--- config.mk ---
export PLATFORM = sky130hd
export DESIGN_NAME = ro_edge_counter
export DESIGN_NICKNAME = d
export VERILOG_FILES = /design/src/rtl/ro_edge_counter.sv
export SDC_FILE = /design/constraint.sdc
export NUM_CORES = 1
export LEC_CHECK = 0
export CORE_MARGIN = 2
export CORE_UTILIZATION = 35
export CTS_CLUSTER_SIZE = 24
export DETAILED_ROUTE_END_ITERATION = 8
export SLEW_MARGIN = 20
export SYNTH_ARGS = -nofsm -noshare
export SYNTH_HDL_FRONTEND = slang
export SYNTH_SLANG_ARGS = --single-unit
--- constraint.sdc ---
create_clock -name clk -period 3.2 [get_ports clk]
set_clock_uncertainty 0.05 [all_clocks]
set_input_delay 0.48 -clock clk [delete_from_list [all_inputs] [get_ports clk]]
set_output_delay 0.48 -clock clk [all_outputs]
set_load 0.05 [all_outputs]
--- src/rtl/ro_edge_counter.sv ---
// RO-PUF measurement end: drives the oscillator mux select and counts
// synchronized rising edges of the selected oscillator over a gate window.
module ro_edge_counter #(
   parameter int CNT_W       = 16,
   parameter int WIN_W       = 16,
   parameter int SETTLE_CYC  = 4,
   parameter int SYNC_STAGES = 2
) (
   input  logic             clk,
   input  logic             rst,
   input  logic             start,
   input  logic [2:0]       sel_in,
   input  logic [WIN_W-1:0] window,
   input  logic             ro_in,
   output logic [2:0]       mux_sel,
   output logic             busy,
   output logic             done,
   output logic [CNT_W-1:0] count,
   output logic             sat
);

   localparam int SET_W = $clog2(SETTLE_CYC + 1);

   typedef enum logic [1:0] {
      S_IDLE,
      S_SETTLE,
      S_COUNT,
      S_DONE
   } state_t;

   state_t r_state;
   state_t w_next;

   logic [SYNC_STAGES-1:0] r_sync;
   logic                   r_prev;
   logic                   w_rise;

   logic [SET_W-1:0]       r_set_cnt;
   logic [WIN_W-1:0]       r_win_cnt;
   logic [2:0]             r_mux_sel;
   logic [CNT_W-1:0]       r_count;
   logic                   r_sat;

   logic                   w_accept;
   logic                   w_set_last;
   logic                   w_win_zero;
   logic                   w_win_last;
   logic                   w_cnt_full;
   logic                   w_busy;
   logic                   w_done;

   // ro_in is asynchronous; only the synchronized copy is ever used
   always_ff @(posedge clk) begin
      if (rst) begin
         r_sync <= '0;
         r_prev <= 1'b0;
      end else begin
         r_sync <= {r_sync[SYNC_STAGES-2:0], ro_in};
         r_prev <= r_sync[SYNC_STAGES-1];
      end
   end

   assign w_rise     = r_sync[SYNC_STAGES-1] & ~r_prev;
   assign w_accept   = (r_state == S_IDLE) & start;
   assign w_set_last = (r_set_cnt == '0);
   assign w_win_zero = (r_win_cnt == '0);
   assign w_win_last = (r_win_cnt == WIN_W'(1));
   assign w_cnt_full = (r_count == '1);

   always_ff @(posedge clk) begin
      if (rst) begin
         r_state <= S_IDLE;
      end else begin
         r_state <= w_next;
      end
   end

   always_comb begin
      w_next = r_state;
      w_busy = 1'b0;
      w_done = 1'b0;
      unique case (r_state)
         S_IDLE: begin
            if (start) begin
               w_next = S_SETTLE;
            end
         end
         S_SETTLE: begin
            w_busy = 1'b1;
            if (w_set_last) begin
               w_next = w_win_zero ? S_DONE : S_COUNT;
            end
         end
         S_COUNT: begin
            w_busy = 1'b1;
            if (w_win_last) begin
               w_next = S_DONE;
            end
         end
         S_DONE: begin
            w_done = 1'b1;
            w_next = S_IDLE;
         end
         default: begin
            w_next = S_IDLE;
         end
      endcase
   end

   // Window counter counts down from the latched length, so all-ones never wraps
   always_ff @(posedge clk) begin
      if (rst) begin
         r_mux_sel <= 3'd0;
         r_win_cnt <= '0;
         r_set_cnt <= '0;
         r_count   <= '0;
         r_sat     <= 1'b0;
      end else if (w_accept) begin
         r_mux_sel <= sel_in;
         r_win_cnt <= window;
         r_set_cnt <= SET_W'(SETTLE_CYC - 1);
         r_count   <= '0;
         r_sat     <= 1'b0;
      end else begin
         if ((r_state == S_SETTLE) && !w_set_last) begin
            r_set_cnt <= r_set_cnt - SET_W'(1);
         end
         if (r_state == S_COUNT) begin
            r_win_cnt <= r_win_cnt - WIN_W'(1);
            if (w_rise) begin
               if (w_cnt_full) begin
                  r_sat <= 1'b1;
               end else begin
                  r_count <= r_count + CNT_W'(1);
               end
            end
         end
      end
   end

   assign mux_sel = r_mux_sel;
   assign busy    = w_busy;
   assign done    = w_done;
   assign count   = r_count;
   assign sat     = r_sat;

endmodule

==> metrics.md <==
| Metric | Value |
|---|---|
| Status | finished, final reports clean |
| Min setup slack post-route | 735 ps |
| Critical path data required time | roughly 2700 ps |
| P&R area growth vs syn | 24.8% |
| Yosys warnings | 0 |
| Mean Syn Cell Area | approximately 8.7 um^2 |
| Number of global-route vias before repair | 1879 |
| Clock-pin transition on the worst setup and hold timing paths | roughly 80 ps |
| Cell Area, Synth | 0.00236 mm^2 |
| Total Power | about 1900 uW |
| Clk_lat worst skew | approximately 290 ps |
| Max FO, Critical Path | 5 |
| I/O pin total | 45 |
| Slew HR | 53.8% |
| Period utilization | roughly 77% |
| Max clock buf depth | 2 |
| Core area | approximately 0.0064 mm^2 |
| Number of DRC markers in iteration 0 | 88 |
| Min Clock Period, post-route | 2470 ps |
| Sequential fraction of the synthesis area | between 30% and 40% |
| DR pass1 iterations | 4 |
| Critical Path Source Type | flip-flop |
| Fin Setup TNS | 0 ps |
| Unrepaired setup endpoints after global routing | no |
| Fin nets | 344 |
| CTS Hold Bufs | 0 |
| Peak VDD IR | 236 uV |
| Detailed-route via count | 2110 |
| Area post-placement | ~0.0029 mm^2 |
| Die extent in y | 86.2 um |
| Antenna diode count | 0 |
| CTS Buf Count | 5 |
| DP HPWL | 3770 um |
| Tightest Pin Transition | approximately 690 ps |
| Cell row count | 29 |
| Post-synth EDFFs | 0 |
| Fmax | 406 MHz |
| Pwr/cell area | 641 mW/mm^2 |
| DP Worst Slack | 888 ps |
| Routed WL | 5250 um |
| CTS Sinks | 44 |
| Pleak | roughly 0.001 uW |
| Synthesized instance count | 273 |
| Final setup vio count | 0 |
| Final ANT Viol Nets | 0 |
| Starting Density | roughly 37% |
| Worst Setup End Kind | output port |
| GP Congestion | 0.766 |
| Post-CTS Setup Bufs | 0 |
| Final instance area | 0.00295 mm^2 |
| Die area | ~0.0074 mm^2 |
| Hold slack | 392 ps |
| Share of cells above drive strength 1 | 8.33% |
| Slew Limit Fails | 0 |
| I/O Buffers | 44 |
| Total track usage | 14.8% |
| Initial antenna violation count | 0 |
| TritonCTS clock tree | done |
| Synth cell types | 53 |
| Worst path arrival time | 1940 ps |
| Via density | roughly 5.4 |
| Drt wl/cell | 13.5 um |
| Ys async rst share | 0% |
| Yosys reg bits | 44 |
| Synth Flop Type | dfxtp_1 |
| GRT Residual Overflow | 0 |
| Syn nets | 306 |
| Global-route wire length before repair | 8960 um |
| Die Wd | 86.2 um |
| Setup CP Type | flip-flop to output port |
| Remaining routing DRC violations | 0 |
| Final hold vios | 0 |
| Pin count of the biggest net entering global routing | 29 |
| Max Cap Violations | 0 |
| Hold/Removal Path Class | flip-flop to flip-flop |
| Clock root cell | clkbuf_8 |
| Htree depth | 2 |
| Post-CTS sizing | 0 |
[power by group]
group / switching, uW / internal (uW)
logic: 428 / 340
clock network: 188 / 173
registers: 119 / 646
[layout make-up]
type	instances	area, um^2
clock inverter	2	10.0
tap	77	96.3
clock buffer	6	82.6
timing repair buffer	47	463
fill	630	3470
sequential	44	881
multi-input combinational	204	1380
inverter	9	33.8
[logic make-up (layout without fill, tap and decap cells)]
| family | count (synthesis) | count (layout) | share of synthesized area [%] |
|---|---|---|---|
| simple gates | 119 | 119 | 30.0 |
| compound gates | 58 | 58 | 16.7 |
| buf+inv | 25 | 64 | 4.18 |
| fa+ha+maj | 10 | 10 | 5.29 |
| flops | 44 | 44 | 37.3 |
| mux | 6 | 6 | 2.54 |
| xor+xnor | 11 | 11 | 4.08 |
[registers in the layout, indices dropped and copies added, names as in the netlist]
register / flops
r_sync: 2
r_prev: 1
r_win_cnt: 16
mux_sel: 3
r_state: 2
sat: 1
count: 16
r_set_cnt: 3
[layout by cell type (no fill, tap or decap), types with 4 or more instances in the layout]
master and count:
nand4_1 6, and2_1 4, or2_2 4, o31ai_1 4
nor2_1 23, nand3_1 7, mux2i_1 6, xor2_1 5
and4_1 5, and3_1 6, o21ai_1 8, clkdlybuf4s50_1 44
inv_1 9, ha_1 10, a211oi_1 16, nor2b_1 6
dfxtp_1 44, a21oi_1 15, nand2_1 25, nor4_1 5
clkbuf_8 6, xnor2_1 6, or4_1 6
[final timing paths]
check | from | cells after the start | slack [ps] | to
setup reg to reg | r_state[0] | 6 | 880 | r_win_cnt[15]
hold / removal | r_sync[0] | 1 | 390 | r_sync[1]
hold reg to reg | r_sync[0] | 1 | 390 | r_sync[1]
setup / recovery | r_state[1] | 3 | 730 | busy
[critical path, cell delays in order (launching register included)]
cell and delay (ps):
dfxtp_1 410, inv_1 100, ha_1 330, clkdlybuf4s50_1 810
[cells in the mapped netlist, types with 2 or more instances]
library cell,n,share of area [%]
nand2b_1,2,0.53
a211oi_1,16,5.1
dfxtp_1,44,37
nand2_1,25,4.0
and2_1,4,1.1
nor3b_1,3,0.95
xor2_1,5,1.9
a21oi_1,15,3.2
mux2i_1,6,2.5
inv_1,9,1.4
o21ai_1,8,1.7
and4_1,5,1.9
nor2_1,23,3.7
or4_1,6,1.9
buf_1,2,0.32
and3_1,6,1.6
or3_1,2,0.53
nor2b_1,6,1.6
xnor2_1,6,2.2
or2_2,4,1.1
nor4_2,2,1.1
clkbuf_1,12,1.9
a311oi_1,3,1.1
nand3_1,7,1.5
nor3_1,2,0.42
nand4_1,6,1.6
or4_4,2,0.95
nor4_1,5,1.3
ha_1,10,5.3
o31ai_1,4,1.3
[routing by layer]
metal	up-vias	wire (um)	GRT usage (%)
met4	0	36	4.55
li1	1075	-	-
met1	985	2690	20.2
met2	48	2280	23.0
met5	-	0	0
met3	2	240	4.00
[stage by stage]
stage / instances / util [%]
after floorplan: 273 / -
after global placement: 381 / 44.5
after detailed placement: 381 / 44.5
after CTS: 389 / 45.9
after global routing: 389 / 45.9
final: 389 / 45.9
No activity file was read; power rests on OpenSTA's default activity.
